File: src/rtl/config_pkg.sv
// Shared types, defaults and index decode for the configuration-image loader.
package config_pkg;

    localparam int CFG_WORD_W    = 32;
    localparam int CFG_NUM_WORDS = 40;
    localparam int CFG_IDX_W     = 6;

    typedef enum logic [2:0] {
        ST_IDLE   = 3'd0,
        ST_WAIT   = 3'd1,
        ST_SETUP  = 3'd2,
        ST_STROBE = 3'd3,
        ST_HOLD   = 3'd4,
        ST_FIN    = 3'd5
    } state_e;

    // Indices at or above CFG_NUM_WORDS decode to all-zero.
    function automatic logic [CFG_NUM_WORDS-1:0] idx_to_onehot(input logic [CFG_IDX_W-1:0] idx);
        logic [CFG_NUM_WORDS-1:0] oh;
        oh = '0;
        for (int i = 0; i < CFG_NUM_WORDS; i++) begin
            oh[i] = (idx == CFG_IDX_W'(i));
        end
        return oh;
    endfunction

endpackage

File: src/rtl/config_onehot_dec.sv
// Combinational bank-index to one-hot latch-enable decode.
module config_onehot_dec
    import config_pkg::*;
#(
    parameter int NUM_WORDS = CFG_NUM_WORDS,
    parameter int IDX_W     = CFG_IDX_W
) (
    input  logic [IDX_W-1:0]     idx,
    output logic [NUM_WORDS-1:0] onehot
);

    generate
        if (NUM_WORDS == CFG_NUM_WORDS && IDX_W == CFG_IDX_W) begin : g_pkg
            assign onehot = idx_to_onehot(idx);
        end else begin : g_loop
            always_comb begin
                // NOTE: default every output first so no path leaves it unassigned (no latch).
                onehot = '0;
                for (int i = 0; i < NUM_WORDS; i++) begin
                    onehot[i] = (idx == IDX_W'(i));
                end
            end
        end
    endgenerate

endmodule

File: src/rtl/config_loader.sv
// Streams a configuration image into a level-sensitive latch array using a
// setup / strobe / hold sequence per word.
module config_loader
    import config_pkg::*;
#(
    parameter int WORD_W    = CFG_WORD_W,
    parameter int NUM_WORDS = CFG_NUM_WORDS,
    parameter int IDX_W     = CFG_IDX_W
) (
    input  logic                 clk,
    input  logic                 reset,
    input  logic                 io_start,
    input  logic                 io_abort,
    input  logic                 io_word_valid,
    input  logic [WORD_W-1:0]    io_word_bits,
    output logic                 io_word_ready,
    output logic [WORD_W-1:0]    io_d_out,
    output logic [NUM_WORDS-1:0] io_configs_en,
    output logic                 io_busy,
    output logic [IDX_W-1:0]     io_word_idx,
    output logic                 io_done,
    output logic                 io_aborted
);

    localparam logic [IDX_W-1:0] LAST_IDX = IDX_W'(NUM_WORDS - 1);

    state_e               state_q, state_d;
    logic [IDX_W-1:0]     idx_q, idx_d;
    logic [WORD_W-1:0]    d_out_q, d_out_d;
    logic [NUM_WORDS-1:0] en_q, en_d;
    logic [NUM_WORDS-1:0] dec_onehot;
    logic                 abort_pend_q, abort_pend_d;

    config_onehot_dec #(
        .NUM_WORDS(NUM_WORDS),
        .IDX_W    (IDX_W)
    ) u_dec (
        .idx   (idx_q),
        .onehot(dec_onehot)
    );

    always_comb begin
        state_d      = state_q;
        idx_d        = idx_q;
        d_out_d      = d_out_q;
        abort_pend_d = abort_pend_q;
        case (state_q)
            ST_IDLE: begin
                if (io_start) begin
                    state_d      = ST_WAIT;
                    idx_d        = '0;
                    abort_pend_d = 1'b0;
                end
            end
            ST_WAIT: begin
                // An abort beats a word offered in the same cycle; that word is dropped.
                if (io_abort) begin
                    state_d      = ST_FIN;
                    abort_pend_d = 1'b1;
                end else if (io_word_valid) begin
                    d_out_d = io_word_bits;
                    state_d = ST_SETUP;
                end
            end
            ST_SETUP: begin
                abort_pend_d = abort_pend_q | io_abort;
                state_d      = ST_STROBE;
            end
            ST_STROBE: begin
                abort_pend_d = abort_pend_q | io_abort;
                state_d      = ST_HOLD;
            end
            ST_HOLD: begin
                if (abort_pend_q || io_abort) begin
                    abort_pend_d = 1'b1;
                    state_d      = ST_FIN;
                end else if (idx_q == LAST_IDX) begin
                    state_d = ST_FIN;
                end else begin
                    idx_d   = idx_q + IDX_W'(1);
                    state_d = ST_WAIT;
                end
            end
            ST_FIN:  state_d = ST_IDLE;
            default: state_d = ST_IDLE;
        endcase
        // Enable is registered, so it is high exactly while the state register holds STROBE.
        en_d = (state_d == ST_STROBE) ? dec_onehot : '0;
    end

    always_ff @(posedge clk) begin
        // NOTE: sequential state uses non-blocking assignments only, so every flop samples pre-edge values.
        if (reset) begin
            state_q      <= ST_IDLE;
            idx_q        <= '0;
            d_out_q      <= '0;
            en_q         <= '0;
            abort_pend_q <= 1'b0;
        end else begin
            state_q      <= state_d;
            idx_q        <= idx_d;
            d_out_q      <= d_out_d;
            en_q         <= en_d;
            abort_pend_q <= abort_pend_d;
        end
    end

    assign io_word_ready = (state_q == ST_WAIT);
    assign io_busy       = (state_q != ST_IDLE);
    assign io_done       = (state_q == ST_FIN) && !abort_pend_q;
    assign io_aborted    = (state_q == ST_FIN) && abort_pend_q;
    assign io_d_out      = d_out_q;
    assign io_configs_en = en_q;
    assign io_word_idx   = idx_q;

endmodule

File: config.mk
export PLATFORM = sky130hd
export DESIGN_NAME = config_loader
export DESIGN_NICKNAME = d
export VERILOG_FILES = /design/src/rtl/config_pkg.sv /design/src/rtl/config_onehot_dec.sv /design/src/rtl/config_loader.sv
export SDC_FILE = /design/constraint.sdc
export NUM_CORES = 1
export LEC_CHECK = 0
export BUFFER_PORTS_ARGS = -buffer_cell sky130_fd_sc_hd__buf_2
export CORE_UTILIZATION = 30
export CTS_CLUSTER_SIZE = 30
export DETAILED_ROUTE_END_ITERATION = 16
export PLACE_DENSITY_LB_ADDON = 0.12
export SLEW_MARGIN = 5
export SYNTH_ARGS = -nofsm -noshare
export SYNTH_HDL_FRONTEND = slang
export SYNTH_SLANG_ARGS = --single-unit
File: constraint.sdc
create_clock -name clk -period 2.34 [get_ports clk]
set_clock_uncertainty 0.2 [all_clocks]
set_input_delay 0.117 -clock clk [delete_from_list [all_inputs] [get_ports clk]]
set_output_delay 0.117 -clock clk [all_outputs]
set_load 0.005 [all_outputs]
Yosys cells after proc, flatten, opt, wreduce, memory -nomap -nowiden
Index checks and enable logic that the tools add are counted.
{ "word_totals": {"register_bits": 82, "out_inout_bits": 82, "inputBits": 37} }
{ "classes": {"n_addsub": 1, "eq_ne": 50, "n_reduce_logical": 14, "bitwise_logic": 3, "muxes": 14} }
{ "ops": {"columns": ["op", "n"], "rows": [
  ["equality test 6 x 5 -> 1 bit, second input constant", 16],
  ["equality test 6 x 4 -> 1 bit, second input constant", 8],
  ["equality test 6 bit, second input constant", 8],
  ["equality test 6 x 3 -> 1 bit, second input constant", 4],
  ["two-way mux 6 bit", 3],
  ["two-way mux 3 bit", 5],
  ["one-hot mux 3 bit (5 select lines)", 1],
  ["equality test 6 x 2 -> 1 bit, second input constant", 2],
  ["one-hot mux 6 bit (2 select lines)", 1],
  ["inequality test 2 bit, second input constant", 5],
  ["equality test 3 x 2 -> 1 bit, second input constant", 3],
  ["AND reduction 4 bit", 2],
  ["adder 6 x 1 -> 6 bit, second input constant", 1],
  ["equality test 3 bit, second input constant", 2],
  ["equality test 6 x 1 -> 1 bit, second input constant", 1],
  ["logical NOT 6 bit", 1],
  ["one-hot mux 1 bit (4 select lines)", 1],
  ["nonzero test 4 bit", 1],
  ["OR reduction 2 bit", 2],
  ["equality test 3 x 1 -> 1 bit, second input constant", 1],
  ["logical NOT 3 bit", 1],
  ["two-way mux 1 bit", 3],
  ["AND reduction 3 bit", 1],
  ["nonzero test 3 bit", 1],
  ["6 further kinds", 8]
]} }

Logic depth before layout (Yosys ltp)
Gate-level depths: netlist of the first run.
{ "depth": {"word_depth": 7, "ltp_mapped": 6, "depth_no_buf": 5} }

By module
Synthesis of the first run repeated with hierarchy kept, for this count alone.
{ "unflattened": {"hier_cells": 348, "hier_area_um2": 3052.9} }
{ "modules_own_cells": {"columns": ["mod", "cells_each", "n_inst", "area_per_inst_um2"], "rows": [
  ["config_loader", 291, 1, 2767.7],
  ["config_onehot_dec", 57, 1, 285.3]
]} }

Worst setup path before layout of the first run
Ideal clock, no wire load.
{ "synth_timing": {"path_kind": "flip-flop to flip-flop", "start": "register state_q[0]", "end": "register en_q[24] (netlist: io_configs_en[24])", "n_path_buf": 1, "required_time_ns": 2.081, "setup_time_ns": 0.059, "setup_slack_ns": 0.345, "t_arrival_ns": 1.736, "path_stages_with_launch": 6, "cell_sequence": "dfxtp_1 > or4b_4 > or3b_1 > buf_6 > nor3b_4 > and2_1"} }
{ "synth_via": {"elab_chain_cells": 6, "word_cells_on_any_way": 12, "classes_between": "eq/ne (5); mux (4); bitwise (1); reduce/logical (2)"} }
{ "synth_lines": {"columns": ["item", "line_no", "text"], "rows": [
  ["start, declared", "config_loader.sv:27", "state_e state_q, state_d;"],
  ["start signal, assigned", "config_loader.sv:100", "state_q <= state_d;"],
  ["two-way mux 3 bit", "config_loader.sv:60", "end else if (io_word_valid) begin"],
  ["two-way mux 3 bit", "config_loader.sv:57", "if (io_abort) begin"],
  ["one-hot mux 3 bit (5 select lines) *", "config_loader.sv:47", "case (state_q)"],
  ["equality test 3 x 2 -> 1 bit *", "config_loader.sv:88", "en_d = (state_d == ST_STROBE) ? dec_onehot : '0;"],
  ["inverter 1 bit (no line) *", null, null],
  ["OR reduction 2 bit (no line) *", null, null],
  ["end signal, assigned", "config_loader.sv:103", "en_q <= en_d;"],
  ["end, declared", "config_loader.sv:30", "logic [NUM_WORDS-1:0] en_q, en_d;"]
]} }
Mark *: on every way between the ends. The rest lies on a longest branch, timed or not.
A chain may end at the register's enable or synchronous reset.

Worst setup path after layout of the first run
{ "layout_timing": {"start": "register state_q[1]", "end": "register en_q[26] (netlist: io_configs_en[26])"} }
Same word-level chain as after synthesis.

==> impl_metrics.csv, run 1 <==
group,metric,value,unit
global_routing,use_met1,0.199,
cells_and_area,final_nets,520,
detailed_routing,remaining_drc_errors,0,
die,fp.coreArea,9200,um^2
die,die_area,9870,um^2
logic_synthesis,synth_fp_nets,363,
global_routing,met2_usage,0.230,
global_routing,grt_pass1_wl,11800,um
pwr,peakVddDrop,0.000371,V
pwr,power_per_cell_area,683,nW/um^2
global_routing,grt_max_degree,40,
setup_path,cpMaxStageDelayCell,"or4b_4",
logic_synthesis,synth.avg_cell_area,8.83,um^2
cts,clock-sinks,82,
detailed_routing,drt-initial-drc-count,89,
cells_and_area,multi_input_area,1120,um^2
sta,rsz0062_at_grt,"no",
global_routing,grt.overflow.total,0,
sta,worst_pin_slew,0.459,ns
pwr,power.total,2830,uW
setup_path,critical_path.max_stage_delay,0.53,ns
setup_path,cp.arrival,2.12,ns
setup_path,cp-start-kind,"flip-flop",
cts,clk_pin_slew,0.09,ns
cells_and_area,drive_above_1_share,0.304,
cts,cts_tree,"yes",
logic_synthesis,synth_seq_area_share,0.577,
cts,h-tree-depth,3,
setup_path,critPathRequiredTime,2.44,ns
sta,max_freq,0.495,GHz
detailed_routing,drt-wirelength-per-cell,11.9,um
outcome,status,"complete, no violations",
cts,cts_hold_buf,35,
cells_and_area,areaGrowthSynthToFinish,46.0,%
logic_synthesis,synth_seq_cells,82,
sta,slew_violations,0,
place,place.gp.congestion,0.709,
die,boundaryPins,119,
global_routing,antenna_found_initial,0,
cts,cts_setup_buffers,0,
cells_and_area,seq_area,1640,um^2
sta,timing.final.crit_share,0.864,
sta,hold_viol,0,
sta,whs,0.0552,ns
setup_path,crit_buf_inv,0,
setup_path,end_kind,"flip-flop",
cells_and_area,final.fill_count,900,
cts,cts_resized,0,
min_path,min_path_type,"input pin to flip-flop",
cts,ctsLongestPathBuffers,2,
cts,cts_buffers,9,
detailed_routing,dr.pass1.iters,6,
global_routing,track_usage,0.151,
detailed_routing,routed_wl,7070,um
pwr,leakage,0.00189,uW
setup_path,criticalPathCategory,"flip-flop to flip-flop",
cts,clockRootBuffer,"clkbuf_8",
logic_synthesis,yosys_warnings,0,
detailed_routing,postRouteAntennaNets,0,
setup_path,worstPathCellList,"or4b_4 > or3b_1 > nor3b_4 > and2_1",
sta,max_slew_margin,0.694,
cells_and_area,antennaDiodeCount,0,
cells_and_area,final_util,0.451,
setup_path,path_max_fanout,9,
global_routing,use_met3,0.0372,
die,rows,35,
sta,tns,0,ns
sta,fin_crit,2.02,ns
global_routing,top_usage_layer,"met2",
place,io_buffer_count,118,
global_routing,grt_pass1_vias,2479,
logic_synthesis,ys_types,36,
die,start_util,0.309,
die,fp.dieH,99.3,um
die,die-width,99.3,um
place,dp_hpwl,4790,um
logic_synthesis,synthesis.area,2840,um^2
detailed_routing,viasPerCell,4.39,
sta,final-setup-viol-count,0,
detailed_routing,num_vias,2615,
run,drv_cap,0,
setup_path,cp_top_family,"simple AND/OR/NAND/NOR gates",
cts,clock_latency,0.35,ns
logic_synthesis,netlist_instances,322,
-- metal layers --
| layer | part of all wire | up-vias |
|---|---|---|
| li1 | - | 1365 |
| met1 | 0.48 | 1167 |
| met2 | 0.45 | 72 |
| met3 | 0.051 | 11 |
| met4 | 0.017 | 0 |
| met5 | 0 | - |
-- power by group --
part / internal [uW] / switching [uW] / total, uW
sequential: 1420 / 17.5 / 1440
clock: 622 / 546 / 1170
combinational: 119 / 113 / 232
-- metrics by stage --
stage                     std cells  setup slack, ns  cell area, um^2
after floorplan                 322            0.345             2840
after global placement          544            0.337             3570
after detailed placement        544            0.315             3570
after CTS                       595            0.302             4150
after global routing            595            0.183             4150
final                           595            0.318             4150
-- kinds of logic (layout without fill, tap and decap cells) --
family                     count (synthesis)  after routing  synth area share
buffers and inverters                     20            182            0.0299
AOI/OAI and AO/OA                         51             51            0.0995
and+or+nand+nor                          163            163             0.268
muxes                                      2              2           0.00704
DFF                                       82             82             0.577
adders and majority gates                  4              4            0.0176
-- tightest hold or removal path, delay by kind of cell --
kind            cells  cell delay [ns]
simple gates        2             0.20
compound gates      1             0.15
buf+inv             1             0.09
-- Yosys cell counts, drive strengths merged --
| cell type | number | area [um^2] |
|---|---|---|
| clkbuf | 13 | 48.8 |
| o21ai | 3 | 15.0 |
| nor3b | 6 | 61.3 |
| nand2b | 4 | 25.0 |
| ha | 4 | 50.1 |
| dfxtp | 82 | 1640 |
| nor2 | 33 | 124 |
| or2 | 1 | 6.26 |
| inv | 4 | 15.0 |
| o31ai | 1 | 7.51 |
| nand3b | 1 | 7.51 |
| or3b | 1 | 8.76 |
| a31oi | 2 | 12.5 |
| o21a | 3 | 22.5 |
| mux2i | 2 | 20.0 |
| or3 | 1 | 6.26 |
| and2b | 1 | 7.51 |
| a21oi | 37 | 185 |
| nor4 | 3 | 18.8 |
| or4b | 1 | 13.8 |
| and2 | 10 | 62.6 |
| nand2 | 80 | 300 |
| nand4 | 1 | 6.26 |
| o31a | 2 | 17.5 |
| o21bai | 1 | 7.51 |
| nand3 | 3 | 15.0 |
| o211ai | 1 | 7.51 |
| buf | 3 | 21.3 |
| nor2b | 4 | 25.0 |
| nor3 | 5 | 25.0 |
| and3 | 8 | 50.1 |
| a211oi | 1 | 7.51 |
-- path summary, 6_finish.rpt --
| path | from | to | slack, ns | cells after the start |
|---|---|---|---|---|
| max reg2reg | state_q[1] | io_configs_en[26] | 0.32 | 4 |
| max | state_q[1] | io_configs_en[26] | 0.32 | 4 |
| min | io_word_valid | state_q[1] | 0.06 | 4 |
| min reg2reg | io_d_out[23] | io_d_out[23] | 0.26 | 2 |
-- sequential cells by signal (all words and copies together), names as in the netlist --
register       flops
io_word_idx        6
abort_pend_q       1
io_configs_en     40
state_q            3
io_d_out          32
-- cell usage in the layout, fill, tap and decap left out, types with 2 or more instances in the layout --
cell type,netlist,routed
nand3_1,3,3
dfxtp_1,82,82
nand2_1,80,80
nand2b_1,4,4
inv_6,0,3
nor2_1,33,33
o21a_1,3,3
buf_4,0,9
nor3b_1,4,4
and3_1,8,8
a21oi_1,37,37
bufinv_16,0,2
ha_1,4,4
nor3_1,5,5
o31a_1,2,2
mux2i_1,2,2
dlygate4sd3_1,0,35
and2_1,9,9
a31oi_1,2,2
inv_1,4,4
o21ai_0,3,3
clkbuf_8,0,9
buf_2,2,118
nor4_1,3,3
nor2b_1,4,4
-- final cells by class --
type,count,share of cell area
Clock inverter,7,0.0256
Sequential cell,82,0.396
Timing Repair Buffer,162,0.243
Multi-Input combinational cell,220,0.269
Tap cell,111,0.0335
Inverter,4,0.00362
Clock buffer,9,0.0298
Power figures use the tool's default switching activity.
==> run 2, diff against run 1 <==
--- a/config.mk
+++ b/config.mk
@@ -13,4 +13,5 @@
 export SLEW_MARGIN = 5
 export SYNTH_ARGS = -nofsm -noshare
 export SYNTH_HDL_FRONTEND = slang
+export SYNTH_HIERARCHICAL = 1
 export SYNTH_SLANG_ARGS = --single-unit
==> run 2 against run 1 <==
Compared with the run above: combinational power fell by 5%; critical endpoint is now state_q[2]; critical path depth rose by 2; cell area rose by 5.9%.
==> impl_metrics.csv, run 2 <==
group,metric,value,unit
logic_synthesis,yosys_warnings,6,
setup_path,crit_buf_inv,1,
logic_synthesis,synth_area_leader_cell,"dfxtp_1",
pwr,power_per_cell_area,628,nW/um^2
cts,clock-sinks,82,
cells_and_area,final_cell_mix,"buf_2, dfxtp_1, nand2_1",
setup_path,cp.arrival,2.26,ns
die,fp.coreArea,9820,um^2
place,dp_hpwl,5070,um
global_routing,track_usage,0.149,
cells_and_area,final_nets,545,
detailed_routing,routed_wl,7930,um
die,start_util,0.311,
logic_synthesis,ys_types,35,
logic_synthesis,synth_seq_area_share,0.538,
global_routing,grt_max_degree,41,
place,place.gp.congestion,0.698,
place,dp_worst_setup_slack,0.580,ns
run,drv_cap,0,
logic_synthesis,synth_edf_count,0,
sta,max_slew_margin,0.604,
outcome,status,"complete, no violations",
cts,clockRootBuffer,"clkbuf_8",
pwr,switching_share,0.227,
setup_path,worst-path-stages,6,
cts,cts_buffers,9,
pwr,peakVddDrop,0.000275,V
detailed_routing,drt-initial-drc-count,67,
global_routing,grt_pass1_vias,2522,
cells_and_area,antennaDiodeCount,0,
cts,cts_tree,"yes",
die,boundaryPins,119,
cts,h-tree-depth,3,
pwr,p_int,2130,uW
setup_path,cp_top_family,"buffers and inverters",
sta,timing.final.crit_share,0.928,
setup_path,criticalPathCategory,"flip-flop to flip-flop",
cts,clock_latency,0.34,ns
sta,worst_pin_slew,0.594,ns
detailed_routing,num_vias,2801,
sta,setup_slack,0.169,ns
die,rows,36,
logic_synthesis,netlist_instances,348,
detailed_routing,drt-wirelength-per-cell,12.3,um
pwr,power.total,2760,uW
pwr,combPwrFrac,0.080,
sta,max_freq,0.461,GHz
setup_path,end_kind,"flip-flop",
sta,hold_viol,0,
logic_synthesis,synthesis.area,3050,um^2
global_routing,grt.overflow.total,0,
min_path,min_path_type,"input pin to flip-flop",
min_path,whs_path_depth,4,
detailed_routing,dr.pass1.iters,4,
cells_and_area,areaGrowthSynthToFinish,44.0,%
logic_synthesis,synth_ff_type,"dfxtp_1",
sta,slew_violations,0,
sta,fin_crit,2.17,ns
logic_synthesis,synth.avg_cell_area,8.77,um^2
setup_path,worstPathCellList,"ha_1 > nand4b_1 > o21ai_0 > nand2_1 > a21oi_1 > dlygate4sd3_1",
place,io_buffer_count,118,
detailed_routing,postRouteAntennaNets,0,
pwr,clkPwrFrac,0.398,
cts,clk_pin_slew,0.08,ns
die,fp.dieH,103,um
global_routing,grt_pass1_wl,12000,um
setup_path,rr_worst_depth,6,
pwr,power_frac_seq,0.522,
logic_synthesis,synth_most_common_cell,"dfxtp_1",
detailed_routing,remaining_drc_errors,0,
die,die-width,103,um
setup_path,critPathRequiredTime,2.43,ns
logic_synthesis,synthTopCellsByCount,"dfxtp_1, nand2_1, nor2_1",
logic_synthesis,async_flop_share,0,
cells_and_area,largest_reg_flops,40,
sta,rsz0062_at_grt,"no",
die,die_area,10600,um^2
setup_path,cpMaxStageDelayCell,"dlygate4sd3_1",
setup_path,cp-start-kind,"flip-flop",
global_routing,antenna_found_initial,0,
pwr,leakage,0.00198,uW
detailed_routing,viasPerCell,4.35,
cells_and_area,final_common_cell,"buf_2",
pwr,switching_power,628,uW
setup_path,critical_path.max_stage_delay,0.55,ns
logic_synthesis,netlist.area_leader.share,0.538,
setup_path,path_max_fanout,10,
logic_synthesis,synth_seq_cells,82,
sta,whs,0.0596,ns
sta,tns,0,ns
sta,final-setup-viol-count,0,
logic_synthesis,synth_fp_nets,386,
cells_and_area,drive_above_1_share,0.278,
logic_synthesis,synth_area_leaders,"dfxtp_1, and2_1, nand2_1",
cts,ctsLongestPathBuffers,2,
[run 2: cell types whose count changed in the layout (fill, tap and decap cells not counted), sizes merged, moves of 4 or more]
cell,previous run,this run
dlygate4sd3,35,45
and2,10,42
inv,8,2
nor2,33,45
nand2,80,68
o21ai,3,7
and3,8,1
buf,127,122
nand4bb,0,4
[run 2: timing repair]
action                                  4_1_cts  5_1_grt
hold buffers                                 45        0
resized for setup                             0        1
endpoints found under the hold margin        42        0
endpoints found under the setup margin        0        7
setup buffers                                 0        0
[run 2: kinds of logic (layout without fill, tap and decap cells)]
| logic type | Yosys count | in the layout | synth area share |
|---|---|---|---|
| AND/OR/NAND/NOR | 191 | 191 | 0.320 |
| flip-flops | 82 | 82 | 0.538 |
| AO/OA/AOI/OAI | 51 | 51 | 0.0922 |
| buffers and inverters | 21 | 184 | 0.0406 |
| XOR/XNOR | 2 | 2 | 0.00574 |
| adder cells (fa/ha/maj) | 1 | 1 | 0.00410 |
[run 2: worst register-to-register path, cell delays in order, from the launching register on]
cell and delay (ns):
dfxtp_1 0.52, ha_1 0.26, nand4b_1 0.17, o21ai_0 0.19, nand2_1 0.08, a21oi_1 0.15, dlygate4sd3_1 0.55
[run 2: cell type report]
cell class / instances / area [um^2]
Inverter: 2 / 7.51
Clock inverter: 5 / 80.1
Timing Repair Buffer: 167 / 1080
Tap cell: 133 / 166
Clock buffer: 10 / 128
Fill cell: 1041 / 5420
Multi-Input combinational cell: 245 / 1290
Sequential cell: 82 / 1640
[run 2: per-stage QoR]
stage	util	instances	cell area, um^2
after floorplan	-	348	3050
after global placement	0.380	584	3740
after detailed placement	0.380	584	3740
after CTS	0.448	644	4390
after global routing	0.448	644	4400
final	0.448	644	4400
[run 2: final timing paths]
check                                    start      endpoint  slack, ns
worst min-delay path             io_word_valid    state_q[1]       0.06
worst min register to register    io_d_out[29]  io_d_out[29]       0.26
worst max register to register  io_word_idx[0]    state_q[2]       0.17
worst max-delay path            io_word_idx[0]    state_q[2]       0.17
[run 2: routing by layer]
layer  part of all wire  vias to the layer above  global-route usage  routed length [um]
li1                   -                     1441                   -                   -
met1               0.46                     1289               0.182                3660
met2               0.48                       65               0.251                3800
met3              0.051                        6              0.0454                 402
met4             0.0091                        0              0.0455                  72
met5                  0                        -                   0                   0
[run 2: power by group through the flow]
stage,Clock [uW],Combinational [uW],Sequential (uW)
after global placement,0,167,1470
after CTS,1140,222,1440
after detailed placement,0,168,1470
final,1100,221,1440
after global routing,1200,244,1450
after floorplan,0,97.4,1470
